[config.mk]
export PLATFORM = sky130hd
export DESIGN_NAME = wmst_out_fm_trans
export DESIGN_NICKNAME = d
export VERILOG_FILES = /design/src/rtl/wmst_out_fm_trans_pkg.sv /design/src/rtl/wmst_out_fm_trans_packer.sv /design/src/rtl/wmst_out_fm_trans.sv
export SDC_FILE = /design/constraint.sdc
export NUM_CORES = 1
export LEC_CHECK = 0
export CORE_MARGIN = 1
export CORE_UTILIZATION = 49
export DETAILED_ROUTE_END_ITERATION = 10
export PLACE_DENSITY_LB_ADDON = 0.05
export SYNTH_ARGS = -nofsm -noshare
export SYNTH_HDL_FRONTEND = slang
export SYNTH_SLANG_ARGS = --single-unit
[constraint.sdc]
create_clock -name clk -period 17.49 [get_ports clk]
set_input_delay 2.6235 -clock clk [delete_from_list [all_inputs] [get_ports clk]]
set_output_delay 2.6235 -clock clk [all_outputs]
set_load 0.01 [all_outputs]
[src/rtl/wmst_out_fm_trans_pkg.sv]
// Shared definitions for the Avalon write-master burst builder:
// FSM encoding and beat geometry.
package wmst_out_fm_trans_pkg;
  typedef enum logic [1:0] {
    S_IDLE  = 2'd0,
    S_LOAD  = 2'd1,
    S_WRITE = 2'd2,
    S_DONE  = 2'd3
  } state_e;

  localparam int XDW_DEF = 128;
  localparam int DW_DEF  = 32;
  localparam int LANES   = XDW_DEF / DW_DEF;
  localparam int LANE_W  = $clog2(LANES);
  localparam int BEW     = XDW_DEF / 8;
endpackage

[src/rtl/wmst_out_fm_trans_packer.sv]
// Beat register: drops FIFO words into 32-bit lanes and tracks per-lane
// byte enables; enables are cleared once the beat has been accepted.
module out_fm_beat_packer
  import wmst_out_fm_trans_pkg::*;
#(
  parameter int XDW = 128,
  parameter int DW  = 32
) (
  input  logic              clk,
  input  logic              rst,
  input  logic              wr_i,
  input  logic [LANE_W-1:0] lane_i,
  input  logic [DW-1:0]     word_i,
  input  logic              clr_i,
  output logic [XDW-1:0]    data_o,
  output logic [XDW/8-1:0]  be_o
);
  localparam int NL = XDW / DW;

  logic [NL-1:0][DW-1:0]   data_q;
  logic [NL-1:0][DW/8-1:0] be_q;

  for (genvar l = 0; l < NL; l++) begin : g_lane
    always_ff @(posedge clk or posedge rst) begin
      if (rst) begin
        data_q[l] <= '0;
        be_q[l]   <= '0;
      end else if (wr_i && lane_i == LANE_W'(l)) begin
        data_q[l] <= word_i;
        be_q[l]   <= '1;
      end else if (clr_i) begin
        be_q[l]   <= '0;
      end
    end
  end

  assign data_o = data_q;
  assign be_o   = be_q;
endmodule

[src/rtl/wmst_out_fm_trans.sv]
// Avalon-MM write master: drains a FWFT store FIFO into one burst of
// XDW-wide beats starting at a word-aligned byte address.
module wmst_out_fm_trans
  import wmst_out_fm_trans_pkg::*;
#(
  parameter int XAW = 32,
  parameter int XDW = 128,
  parameter int DW  = 32,
  parameter int CW  = 16,
  parameter int BW  = 8
) (
  input  logic             clk,
  input  logic             rst,
  input  logic             store_trans_start,
  input  logic [XAW-1:0]   param_waddr,
  input  logic [CW-1:0]    param_iolen,
  output logic             store_trans_done,
  input  logic             store_fifo_empty,
  input  logic [DW-1:0]    store_fifo_dout,
  output logic             store_fifo_rd,
  output logic [XAW-1:0]   avm_address,
  output logic             avm_write,
  output logic [XDW-1:0]   avm_writedata,
  output logic [XDW/8-1:0] avm_byteenable,
  output logic [BW-1:0]    avm_burstcount,
  input  logic             avm_waitrequest
);
  state_e            state_q, state_d;
  logic [XAW-1:4]    waddr_q, waddr_d;
  logic [CW-1:0]     words_q, words_d;
  logic [LANE_W-1:0] lane_q, lane_d;
  logic [BW-1:0]     bcnt_q, bcnt_d;
  logic [CW+1:0]     span;
  logic              pop, accept;
  logic              unused_addr_bits;

  assign unused_addr_bits = ^param_waddr[1:0];

  assign pop    = (state_q == S_LOAD) && !store_fifo_empty;
  assign accept = (state_q == S_WRITE) && !avm_waitrequest;

  always_ff @(posedge clk or posedge rst) begin
    if (rst) begin
      state_q <= S_IDLE;
      waddr_q <= '0;
      words_q <= '0;
      lane_q  <= '0;
      bcnt_q  <= '0;
    end else begin
      state_q <= state_d;
      waddr_q <= waddr_d;
      words_q <= words_d;
      lane_q  <= lane_d;
      bcnt_q  <= bcnt_d;
    end
  end

  always_comb begin
    state_d = state_q;
    waddr_d = waddr_q;
    words_d = words_q;
    lane_d  = lane_q;
    bcnt_d  = bcnt_q;
    // words spanned from lane 0 of the first beat, rounded up to whole beats
    span    = {{CW{1'b0}}, param_waddr[3:2]} + {2'b00, param_iolen} + (CW+2)'(3);
    case (state_q)
      S_IDLE: begin
        if (store_trans_start) begin
          waddr_d = param_waddr[XAW-1:4];
          words_d = param_iolen;
          lane_d  = param_waddr[3:2];
          bcnt_d  = BW'(span >> 2);
          state_d = (param_iolen == '0) ? S_DONE : S_LOAD;
        end
      end
      S_LOAD: begin
        if (pop) begin
          lane_d  = lane_q + 1'b1;
          words_d = words_q - 1'b1;
          if (lane_q == LANE_W'(LANES - 1) || words_q == CW'(1))
            state_d = S_WRITE;
        end
      end
      S_WRITE: begin
        if (accept) begin
          lane_d  = '0;
          state_d = (words_q != '0) ? S_LOAD : S_DONE;
        end
      end
      default: state_d = S_IDLE;
    endcase
  end

  out_fm_beat_packer #(.XDW(XDW), .DW(DW)) u_packer (
    .clk    (clk),
    .rst    (rst),
    .wr_i   (pop),
    .lane_i (lane_q),
    .word_i (store_fifo_dout),
    .clr_i  (accept),
    .data_o (avm_writedata),
    .be_o   (avm_byteenable)
  );

  assign store_fifo_rd    = pop;
  assign avm_write        = (state_q == S_WRITE);
  assign store_trans_done = (state_q == S_DONE);
  assign avm_address      = {waddr_q, 4'b0000};
  assign avm_burstcount   = bcnt_q;
endmodule

==> summary.txt, run 1 <==
Clock network
  • TritonCTS clock tree: built
  • CTS root buffer: clkbuf_16
  • Clock buffer depth: 2
  • Hold buffer count at CTS: 0
  • # clock sinks: 188
  • CTS HTree Levels: 4
  • Clock Latency Late Sink: 430 ps
  • Number of CTS-inserted buffers: 17
  • Clock-pin slew on the worst setup and hold paths: 70 ps
  • CTS resizes: 0
  • Postcts setup bufs: 0

Synth
  • Ys Warns: 0
  • EDFF count, synth: 0
  • Register area share after synthesis: 59.4%
  • Compound-Gate Fraction of Synth Area: 4.54%
  • Post-synth cell types: 46
  • Combinational family with the most area after synthesis: multiplexers
  • Yosys reg bits: 188
  • Cell Area, Synth: 7920 µm²
  • Avg Cell Area, Syn: 13.8 µm²
  • Synth Area in XOR/XNOR: 0.775%
  • Ys async rst share: 100%
  • Synth area leader: dfrtp_1
  • Most common cell in the netlist: dfrtp_1
  • Simple-gate share of the synthesized area: 6.48%
  • Mux contribution to synthesized area: 23.0%
  • Post-synth top cells: dfrtp_1 (188), mux2_2 (158), nand2_1 (31)
  • Top FF cell, synth: dfrtp_1
  • Leading post-synthesis cells by cell area: dfrtp_1 (59%), mux2_2 (22%), ha_1 (1.9%)
  • Synth top area share: 59.4%
  • Synthesized-area fraction occupied by adder cells: 2.15%
  • Cells after synthesis: 574

Placement
  • Placement Setup Slack: 10700 ps
  • Post-DP HPWL: 14000 µm
  • DP Area: 10600 µm²
  • Cell count after placement: 1019
  • GPL Wtd Cong: 0.812
  • Buffers on Ports: 265

GRT
  • Vias in the first global route: 5694
  • GR Overflow Total: 0
  • Global Route Usage Sum: 24.1%
  • Largest net degree at the start of global routing: 105
  • Antenna violations before repair: 0
  • Global-route wire length before repair: 30000 µm

STA
  • Setup TNS: 0 ps
  • Fmax: 147 MHz
  • Worst rel slew slack: 29.2%
  • Unrepaired setup endpoints after global routing: false
  • Worst Setup Slack, final: 10700 ps
  • Worst-margin pin slew: 1060 ps
  • Slew Limit Fails: 0
  • Worst clock skew: 15.7 ps
  • Final min period: 6790 ps
  • # setup viols final: 0
  • Hold Vio Cnt, Final: 0
  • Final worst-path cycle share: 38.8%
  • Min Hold Slack: 488 ps

Outcome
  • Outcome: complete, no violations

Setup path
  • CP endpoint kind: output port
  • Crit Reg-Reg Startpoint: state_q[1]
  • Worst R2R End: words_q[12]
  • WS Path Type: in2out
  • Worst Setup Start Kind: input pin
  • Worst Path Arrival: 4170 ps
  • CP required: 14870 ps
  • Critical Path Fanout Max: 5
  • FF-to-FF path depth: 7
  • R2r setup slk: 14550 ps
  • CP startpoint: store_fifo_empty
  • Crit path capture: store_fifo_rd

Worst hold path
  • Hold Path Stages: 2
  • Min-Delay Path Class: reg2reg

Floorplanning
  • Die Area: 16700 µm²
  • Die Y: 129 µm
  • Core Rows: 46
  • IO Pins: 272
  • Core area: 15800 µm²
  • Chip width: 129 µm
  • Starting density of the core: 50.0%

Finish
  • Final instance area: 11200 µm²
  • Core Util, Final: 71.0%
  • Final net count: 920
  • # diodes: 0
  • FILL cells: 1105
  • Finished Layout Cells: 1048
  • Area of the multi-input gates: 2950 µm²
  • Syn-to-layout area delta: 41.9%
  • Share of post-route cells with drive strength above 1: 25.5%
  • FF/Latch Area: 4700 µm²

Flow run
  • Max-cap violations: 0

Detailed routing
  • Drt total wl: 19500 µm
  • Antenna Violating Nets Remaining: 0
  • Wire per inst: 18.6 µm
  • Vias/cell: 5.24
  • Drt pass-1 iters: 6
  • DRC errors left: 0
  • Via count: 5493
  • Initial DRC Count: 224

Pwr
  • PD cells: 194 nW/µm²
  • Worst IR Drop VDD: 90.7 µV
  • Leak Pwr: 4.81 nW
  • Post-layout power: 2.18 mW
cell families after synthesis:
| kind of cell | after synthesis |
|---|---|
| simple gates | 94 |
| fa+ha+maj | 13 |
| flops | 188 |
| other cells | 1 |
| compound gates | 55 |
| buf+inv | 54 |
| mux | 162 |
| xor+xnor | 7 |
how the worst min path moves through the flow:
stage,slack (ps),startpoint,to
6_report,490,avm_burstcount[6],avm_burstcount[6]
4_1_cts,490,avm_burstcount[6],avm_burstcount[6]
3_5_place_dp,480,avm_burstcount[6],avm_burstcount[6]
2_1_floorplan,500,lane_q[0],lane_q[0]
5_1_grt,510,u_packer.data_o[36],u_packer.data_o[36]
3_3_place_gp,470,avm_burstcount[6],avm_burstcount[6]
flip-flops by register name, summed over array words and instances, names as in the netlist:
signal and flops:
avm_burstcount 8, lane_q 2, state_q 2, u_packer.be_o 4, u_packer.data_o 128, waddr_q 28, words_q 16
cells in the final DEF (no fill, tap or decap), drive strengths merged, types with 6 or more instances in the layout:
master	count
a21oi	11
and3	6
clkbuf	20
clkdlybuf4s50	265
dfrtp	188
ha	12
inv	14
mux2	159
nand2	31
nand3	10
nor2	14
nor3	6
nor4	7
o21ai	22
o221a	6
o22ai	7
critical path, stage by stage:
cell and delay (ps):
clkdlybuf4s50_1 430, nor2b_1 460, clkdlybuf4s50_1 660
area by class of cell:
class / count / share of cell area (%)
inverters: 12 / 0.446
clock inverters: 9 / 1.23
multi-input cells: 335 / 26.3
well taps: 216 / 2.41
flip-flops and latches: 188 / 41.9
clock buffers: 20 / 3.98
repair buffers: 268 / 23.8
metal layers:
| layer | share of wire [%] | track usage, % | up-vias | wire length, µm |
|---|---|---|---|---|
| li1 | - | - | 2501 | - |
| met1 | 39 | 27.3 | 2718 | 7640 |
| met2 | 50 | 41.4 | 244 | 9640 |
| met3 | 8.6 | 8.51 | 30 | 1670 |
| met4 | 2.6 | 9.83 | 0 | 516 |
| met5 | 0 | 0 | - | 0 |
power breakdown:
group          internal (mW)  total, mW  switching, mW
logic                  0.593       1.01          0.414
registers              0.654      0.788          0.134
clock network          0.227      0.385          0.158
Note: power is estimated with default switching activity, not from simulation.
==> run 2: changes to the inputs <==
CORE_UTILIZATION = 41   (was 49)
clock period = 5.6 ns   (was 17.49 ns; I/O delays follow)
==> summary.txt, run 2 (same netlist as run 1, synthesis figures left out) <==
Floorplanning
  • Die Y: 141 µm (+9.2%)
  • Core Rows: 50 (+8.7%)
  • IO Pins: 272 (unchanged)
  • Starting density of the core: 42.0% (-8.0 points)
  • Core area: 18800 µm² (+19%)
  • Chip width: 141 µm (+9.2%)
  • Die Area: 19900 µm² (+19%)

Worst hold path
  • Min-Delay Path Class: reg2reg

Clock network
  • CTS HTree Levels: 4 (unchanged)
  • Postcts setup bufs: 0 (unchanged)
  • CTS resizes: 0 (unchanged)
  • TritonCTS clock tree: built
  • Number of CTS-inserted buffers: 17 (unchanged)
  • # clock sinks: 188 (unchanged)
  • Clock Latency Late Sink: 430 ps (about the same)
  • Clock-pin slew on the worst setup and hold paths: 80 ps (about the same)
  • Clock buffer depth: 2 (unchanged)
  • Hold buffer count at CTS: 0 (unchanged)
  • CTS root buffer: clkbuf_16

Pwr
  • Leak Pwr: 4.81 nW (about the same)
  • Post-layout power: 6.76 mW (+210%)
  • Worst IR Drop VDD: 266 µV (+190%)
  • PD cells: 599 nW/µm² (+210%)

Setup path
  • Critical Path Fanout Max: 25 (+20)
  • CP endpoint kind: output port
  • Worst Path Arrival: 2560 ps (-1610 ps)
  • Worst Setup Start Kind: flip-flop
  • WS Path Type: reg2out
  • CP required: 4760 ps (-10110 ps)

Finish
  • Commonest non-fill, non-tap cell in the layout: clkdlybuf4s50_1
  • Core Util, Final: 60.0% (-11 points)
  • Max reg flops: 128 (unchanged)
  • Final instance area: 11300 µm² (+0.50%)
  • # diodes: 0 (unchanged)
  • Syn-to-layout area delta: 42.6%
  • Finished Layout Cells: 1096 (+4.6%)
  • Most frequent cells in the layout: clkdlybuf4s50_1 (265), dfrtp_1 (188), mux2_2 (158), nand2_1 (27), o21ai_0 (20)
  • Final net count: 921 (+0.11%)
  • Share of post-route cells with drive strength above 1: 26.1% (+0.60 points)

GRT
  • Largest net degree at the start of global routing: 82 (-22%)
  • Global Route Usage Sum: 20.8% (-3.3 points)
  • Global-route wire length before repair: 31500 µm (+5.1%)
  • Vias in the first global route: 5697 (+0.053%)
  • GR Overflow Total: 0 (unchanged)
  • Antenna violations before repair: 0 (unchanged)

STA
  • Worst-margin pin slew: 1050 ps (-11.5 ps)
  • Fmax: 294 MHz
  • # setup viols final: 0 (unchanged)
  • Unrepaired setup endpoints after global routing: false
  • Min Hold Slack: 500 ps (+12.4 ps)
  • Final worst-path cycle share: 60.7%
  • Slew Limit Fails: 0 (unchanged)
  • Hold Vio Cnt, Final: 0 (unchanged)
  • Setup TNS: 0 ps (unchanged)
  • Worst rel slew slack: 29.9% (+0.77 points)
  • Worst Setup Slack, final: 2200 ps (-8500 ps)
  • Worst clock skew: 10.8 ps (-4.85 ps)
  • Final min period: 3400 ps

Placement
  • GPL Wtd Cong: 0.765 (-5.7%)
  • Cell count after placement: 1064 (+4.4%)
  • Placement Setup Slack: 2240 ps (-8460 ps)
  • Post-DP HPWL: 14100 µm (+0.75%)
  • Buffers on Ports: 265 (unchanged)
  • DP Area: 10700 µm² (+0.58%)

Detailed routing
  • Drt total wl: 19800 µm (+1.7%)
  • Initial DRC Count: 212 (-5.4%)
  • Wire per inst: 18.1 µm (-2.8%)
  • DRC errors left: 0 (unchanged)
  • Via count: 5540 (+0.86%)
  • Vias/cell: 5.05 (-3.6%)
  • Antenna Violating Nets Remaining: 0 (unchanged)
  • Drt pass-1 iters: 4 (-2)

Outcome
  • Outcome: complete, no violations

Flow run
  • Max-cap violations: 0 (unchanged)
-- run 2: path summary, 6_finish.rpt --
check	startpoint	end	slack [ps]	cells past startpoint
max in group asynchronous	rst	u_packer.data_o[121]	3290	3
min in group asynchronous	rst	words_q[11]	850	2
worst max register to register	state_q[1]	words_q[12]	2580	7
worst min-delay path	avm_burstcount[5]	avm_burstcount[5]	500	2
worst max-delay path	state_q[1]	store_fifo_rd	2200	5
worst min register to register	avm_burstcount[5]	avm_burstcount[5]	500	2
-- run 2: power breakdown --
| part | switching (mW) | total [mW] | internal, mW |
|---|---|---|---|
| logic | 1.28 | 3.13 | 1.85 |
| clock network | 0.560 | 1.17 | 0.611 |
| registers | 0.414 | 2.46 | 2.04 |
| total | 2.25 | 6.76 | 4.51 |
-- run 2: worst max-delay path: stages (launching register included) --
cell and delay, ps:
dfrtp_1 410, inv_1 90, ha_1 140, buf_4 280, nor2b_1 550, clkdlybuf4s50_1 660
-- run 2: final cells by class --
class                           instances  area, µm²
Fill cell                            1496       7540
Sequential cell                       188       4700
Multi-Input combinational cell        335       2950
Timing Repair Buffer                  269       2680
Clock buffer                           19        453
Tap cell                              260        325
Clock inverter                         13        126
Inverter                               12       48.8
-- run 2: metal layers --
metal	routed length, µm	up-vias	track usage, %
met5	0	-	0
met4	273	0	6.92
met3	1350	21	6.11
met2	9920	212	35.4
met1	8260	2789	25.2
li1	-	2518	-
